`src/rtl/pipe_hazard_ctrl_pkg.sv`:
```
// Shared definitions for the pipeline hazard/redirect controller: FSM state encodings
// and the default memory address width.
package pipe_hazard_ctrl_pkg;

  localparam int unsigned MEM_ADDR = 32;

  localparam logic [1:0] CTRL_ST_IDLE = 2'd0;
  localparam logic [1:0] CTRL_ST_RISK = 2'd1;
  localparam logic [1:0] CTRL_ST_HOLD = 2'd2;

endpackage

```
`src/rtl/ctrl_perf_cnt.sv`:
```
// Saturating event counter used for the optional controller performance statistics.
module ctrl_perf_cnt #(
  parameter int unsigned CNT_W = 32
) (
  input  logic             clk,
  input  logic             rst_n,
  input  logic             inc,
  output logic [CNT_W-1:0] cnt
);

  always_ff @(posedge clk or negedge rst_n) begin
    if (!rst_n) begin
      cnt <= '0;
    end else if (inc && (cnt != '1)) begin
      cnt <= cnt + CNT_W'(1);
    end
  end

endmodule

```
`src/rtl/pipe_hazard_ctrl.sv`:
```
// Pipeline control: system hold priority, multi-cycle data-hazard stall, irq/EX redirects
// with a pending-jump register. Optional perf counters under `CTRL_PERF_CNT_EN.
module pipe_hazard_ctrl
  import pipe_hazard_ctrl_pkg::*;
#(
  parameter int unsigned ADDR_W    = MEM_ADDR,
  parameter int unsigned HOLD_SRC  = 4,
  parameter int unsigned STALL_CYC = 1
`ifdef CTRL_PERF_CNT_EN
  , parameter int unsigned CNT_W   = 32
`endif
) (
  input  logic                clk_100MHz,
  input  logic                arst_n,
  input  logic [HOLD_SRC-1:0] hold_req_i,
  input  logic                ex_hold_risk_i,
  input  logic                ex_jump_i,
  input  logic [ADDR_W-1:0]   ex_jump_addr_i,
  input  logic                irq_jump_i,
  input  logic [ADDR_W-1:0]   irq_jump_addr_i,
  output logic                hold_ena_o,
  output logic [HOLD_SRC-1:0] hold_src_o,
  output logic                jump_ena_o,
  output logic [ADDR_W-1:0]   jump_addr_o,
  output logic                pc_hold_o,
  output logic                pc_id_hold_o,
  output logic                pc_id_clr_o,
  output logic                id_ex_clr_o,
  output logic                busy_o
`ifdef CTRL_PERF_CNT_EN
  , output logic [CNT_W-1:0]  stall_cnt_o,
  output logic [CNT_W-1:0]    flush_cnt_o
`endif
);

  localparam int unsigned CNT_BITS = $clog2(STALL_CYC + 1);

  logic [1:0]          state_q, state_d;
  logic [CNT_BITS-1:0] cnt_q, cnt_d;
  logic                pend_vld_q, pend_vld_d;
  logic [ADDR_W-1:0]   pend_addr_q, pend_addr_d;

  logic              hold_any;
  logic              redir_req;
  logic [ADDR_W-1:0] redir_addr;
  logic              risk_active;
  logic              src_found;

  assign hold_any   = |hold_req_i;
  assign hold_ena_o = hold_any;

  always_comb begin
    hold_src_o = '0;
    src_found  = 1'b0;
    for (int unsigned i = 0; i < HOLD_SRC; i++) begin
      if (hold_req_i[i] && !src_found) begin
        hold_src_o[i] = 1'b1;
        src_found     = 1'b1;
      end
    end
  end

  assign redir_req  = irq_jump_i | pend_vld_q | ex_jump_i;
  assign redir_addr = irq_jump_i ? irq_jump_addr_i :
                      pend_vld_q ? pend_addr_q     : ex_jump_addr_i;

  always_comb begin
    state_d     = state_q;
    cnt_d       = cnt_q;
    pend_vld_d  = pend_vld_q;
    pend_addr_d = pend_addr_q;
    jump_ena_o  = 1'b0;
    risk_active = 1'b0;
    if (!hold_any) begin
      if (redir_req) begin
        // Any issued redirect also retires the pending slot and aborts a stall.
        jump_ena_o = 1'b1;
        pend_vld_d = 1'b0;
        cnt_d      = '0;
        state_d    = CTRL_ST_IDLE;
      end else begin
        case (state_q)
          CTRL_ST_RISK: begin
            risk_active = 1'b1;
            cnt_d       = cnt_q - CNT_BITS'(1);
            if (cnt_d == '0) state_d = CTRL_ST_IDLE;
          end
          CTRL_ST_HOLD: state_d = CTRL_ST_IDLE;
          default: begin
            if (ex_hold_risk_i) begin
              risk_active = 1'b1;
              if (STALL_CYC > 1) begin
                state_d = CTRL_ST_RISK;
                cnt_d   = CNT_BITS'(STALL_CYC - 1);
              end
            end
          end
        endcase
      end
    end else if (irq_jump_i) begin
      pend_vld_d  = 1'b1;
      pend_addr_d = irq_jump_addr_i;
      state_d     = CTRL_ST_HOLD;
    end else if (ex_jump_i && !pend_vld_q) begin
      pend_vld_d  = 1'b1;
      pend_addr_d = ex_jump_addr_i;
      state_d     = CTRL_ST_HOLD;
    end
  end

  always_ff @(posedge clk_100MHz or negedge arst_n) begin
    if (!arst_n) begin
      state_q     <= CTRL_ST_IDLE;
      cnt_q       <= '0;
      pend_vld_q  <= 1'b0;
      pend_addr_q <= '0;
    end else begin
      state_q     <= state_d;
      cnt_q       <= cnt_d;
      pend_vld_q  <= pend_vld_d;
      pend_addr_q <= pend_addr_d;
    end
  end

  assign jump_addr_o  = jump_ena_o ? redir_addr : '0;
  assign pc_hold_o    = hold_any | risk_active;
  assign pc_id_hold_o = hold_any | risk_active;
  assign pc_id_clr_o  = jump_ena_o;
  assign id_ex_clr_o  = jump_ena_o | risk_active;
  assign busy_o       = (state_q != CTRL_ST_IDLE) | pend_vld_q;

`ifdef CTRL_PERF_CNT_EN
  ctrl_perf_cnt #(.CNT_W(CNT_W)) u_stall_cnt (
    .clk   (clk_100MHz),
    .rst_n (arst_n),
    .inc   (pc_hold_o),
    .cnt   (stall_cnt_o)
  );

  ctrl_perf_cnt #(.CNT_W(CNT_W)) u_flush_cnt (
    .clk   (clk_100MHz),
    .rst_n (arst_n),
    .inc   (jump_ena_o),
    .cnt   (flush_cnt_o)
  );
`endif

endmodule
```
`config.mk`:
```
export PLATFORM = sky130hd
export DESIGN_NAME = pipe_hazard_ctrl
export DESIGN_NICKNAME = d
export VERILOG_FILES = /design/src/rtl/pipe_hazard_ctrl_pkg.sv /design/src/rtl/ctrl_perf_cnt.sv /design/src/rtl/pipe_hazard_ctrl.sv
export SDC_FILE = /design/constraint.sdc
export NUM_CORES = 1
export LEC_CHECK = 0
export CORE_ASPECT_RATIO = 1.75
export CORE_MARGIN = 2
export CORE_UTILIZATION = 43
export DETAILED_ROUTE_END_ITERATION = 10
export PLACE_DENSITY = 0.79
export SKIP_CTS_REPAIR_TIMING = 1
export SLEW_MARGIN = 15
export SYNTH_ARGS = -nofsm -noshare
export SYNTH_HDL_FRONTEND = slang
export SYNTH_SLANG_ARGS = --single-unit
```
`constraint.sdc`:
```
create_clock -name clk_100MHz -period 2.2 [get_ports clk_100MHz]
set_clock_uncertainty 0.1 [all_clocks]
set_input_delay 0.22 -clock clk_100MHz [delete_from_list [all_inputs] [get_ports clk_100MHz]]
set_output_delay 0.22 -clock clk_100MHz [all_outputs]
set_load 0.02 [all_outputs]
```
==> results.cfg <==
[timing]
max_freq_mhz = 472
hold_violations = 0
fin_crit_sh = 0.964
rsz0062_at_grt = no
tightest_slew_ns = 0.761
slew_violations = 0
fin_tns_setup_ns = 0
fin_crit_ns = 2.12
setup_viol = 0
slew_headroom = 0.493

[floorplan]
fp.dieW_um = 63.5
core_sq_um = 6090
ios = 116
rows = 38
start_util = 0.438
die_area_sq_um = 6870
die_h_um = 108

[power]
peakVddDrop_mv = 0.315
p_comb_frac = 0.332
p_seq_frac = 0.431
power.internal_w = 0.00129
switching_share = 0.271
cellLeakagePower_nw = 2.33
power.share.clock = 0.236
p_sw_w = 0.000480
p_per_area_nw_per_um2 = 441

[synth]
synth_top_family_by_area = multiplexers
muxShareOfSynthArea = 0.298
synth_top_area_frac = 0.319
syn_avg_cell_area_sq_um = 8.88
ys_ff_latch = 34
synth_compound_area_frac = 0.131
synthXorXnorAreaFrac = 0
synth_fa_ha_area_frac = 0
yosys.area.top_type = dfrtp_1
seq_area_frac_synth = 0.319
synth_simple_gate_area_share = 0.149
synth.distinct_cells = 25
syn-cell-area_sq_um = 2660
yosys-top-cells-area = dfrtp_1 (32%), mux2_4 (17%), mux2i_1 (12%), o21ai_0 (12%), and2_1 (7.5%)
synth_nets = 373
syn_inst = 300
yosysWarnings = 0

[routing]
firstDrtPassIters = 4
antenna_left = 0
wire_per_inst_um = 13.9
drtIter0Drc = 66
num_vias = 2447
routed_wirelength_um = 6880
drc = 0
detail_route.vias_per_cell = 4.94

[clock_tree]
cts_root_buf = clkbuf_8
cts_tree = built
cts.clk_slew.worst_paths_ns = 0.07
cts_sinks = 34
clock_latency_ns = 0.28
h-tree-depth = 2
cts-root-to-sink-buffers = 2
cts-buffers-inserted = 5

[worst_setup_path]
cp-end-kind = output port
rr_worst_depth = 4
r2r-end = pend_addr_q[1]
r2r_slack_ns = 0.41
worst-path-max-fanout = 4
crit_type = in -> out
worstSetupStartpointType = input port
timing.rr.start = pend_vld_q
cp_data_required_time_ns = 1.88
crit_arrival_ns = 1.80

[status]
status = finished, final reports clean

[place]
port-buffer-count = 115
place_congestion = 0.808
hpwlAfterDp_um = 5190
dpl-instance-area_sq_um = 3970

[cells_and_area]
fin_nets = 488
drive_above_1_share = 0.188
n_antenna_cell = 0
post-route-cell-area_sq_um = 4020
area.growth.synth_to_final_pct = 50.8

[job]
maxCapViolations = 0

[global_route]
grtUsageMet3 = 0.0343
grt.total_usage = 0.204
busiest_layer = met2
grt_pass1_vias = 2414
grt_start_max_net_pins = 51
met2_usage = 0.398
met1_usage = 0.209
grt.overflow.total = 0
antenna_found_initial = 0
grt_pass1_wl_um = 11000

[worst_hold_path]
hold_start = irq_jump_i
min_to = pend_vld_q
worstHoldPathType = in -> reg
holdPathStages = 4
per-stage QoR:
step	power, W	std cells	hold WS, ns	setup WS, ns	utilization
3_5_place_dp	0.00137	487	0.246	-0.346	0.652
3_3_place_gp	0.00136	487	0.242	-0.287	0.652
6_report	0.00177	495	0.321	0.0793	0.660
2_1_floorplan	0.00111	300	-0.176	0.102	-
5_1_grt	0.00189	495	0.320	0.00915	0.660
4_1_cts	0.00180	494	-0.0585	-0.354	0.665
sequential cells by signal (all words and copies together), names as in the netlist:
signal       flops
pend_addr_q     32
pend_vld_q       1
state_q          1
routing by layer:
layer / routed length (um) / vias to the layer above
li1: - / 1222
met1: 2550 / 1154
met2: 3930 / 59
met3: 213 / 12
met4: 179 / 0
met5: 0 / -
logic make-up (layout without fill, tap and decap cells):
group,count (synthesis),count (layout)
and+or+nand+nor,74,74
AOI/OAI and AO/OA,68,68
muxes,64,64
buffers and inverters,60,175
DFF,34,34
final cells by class:
cell class                 instances  area, sq um
fill                             545         2070
inverter                          36          135
clock buffer                       7         76.3
timing repair buffer             132         1310
multi-input combinational        206         1550
tap                               80          100
sequential                        34          852
synthesized netlist by cell type:
| master | instances |
|---|---|
| nor3_1 | 1 |
| nor3b_1 | 1 |
| nor4b_1 | 1 |
| and2_1 | 32 |
| inv_2 | 1 |
| dfrtp_1 | 34 |
| a31oi_1 | 1 |
| mux2i_1 | 32 |
| nand2b_1 | 1 |
| nor2_4 | 1 |
| mux2_4 | 30 |
| nor4_4 | 1 |
| buf_2 | 12 |
| o21ai_0 | 64 |
| mux2_2 | 2 |
| nand2_1 | 33 |
| clkbuf_1 | 6 |
| nor2b_1 | 1 |
| o31ai_1 | 1 |
| buf_6 | 3 |
| a21oi_2 | 1 |
| buf_4 | 3 |
| inv_1 | 35 |
| nor2_1 | 2 |
| a21oi_1 | 1 |
power by group through the flow:
stage / combinational [W] / clock [W] / sequential [W]
finish: 0.000589 / 0.000419 / 0.000765
global route: 0.000649 / 0.000469 / 0.000775
CTS: 0.000601 / 0.000437 / 0.000764
detailed placement: 0.000599 / 0 / 0.000772
global placement: 0.000586 / 0 / 0.000770
floorplan: 0.000352 / 0 / 0.000757
worst max path at each step:
| stage | from | slack, ns | cells past startpoint | end |
|---|---|---|---|---|
| 4_1_cts | hold_req_i[1] | -0.35 | 7 | jump_addr_o[13] |
| 6_report | hold_req_i[0] | 0.08 | 4 | hold_src_o[3] |
| 3_5_place_dp | hold_req_i[1] | -0.35 | 7 | jump_addr_o[13] |
| 2_1_floorplan | pend_vld_q | 0.10 | 6 | pc_id_hold_o |
| 5_1_grt | hold_req_i[0] | 0.009 | 4 | hold_src_o[3] |
| 3_3_place_gp | hold_req_i[1] | -0.29 | 7 | jump_addr_o[27] |
cells in the final DEF, fill, tap and decap left out, drive strengths merged:
cell type	n
o31ai	1
a31oi	1
clkbuf	25
dlymetal6s2s	19
inv	36
mux2i	32
a21oi	2
nor3	1
nor2b	1
and2	32
buf	18
nor4b	1
dlygate4sd3	1
nand2	33
clkdlybuf4s50	76
dfrtp	34
nor3b	1
o21ai	64
nor4	1
nor2	3
mux2	32
nand2b	1
worst max-delay path, stage by stage:
cell	delay, ns
clkdlybuf4s50_1	0.46
buf_4	0.17
nor4b_1	0.28
clkdlybuf4s50_1	0.66
Power figures use the tool's default switching activity.
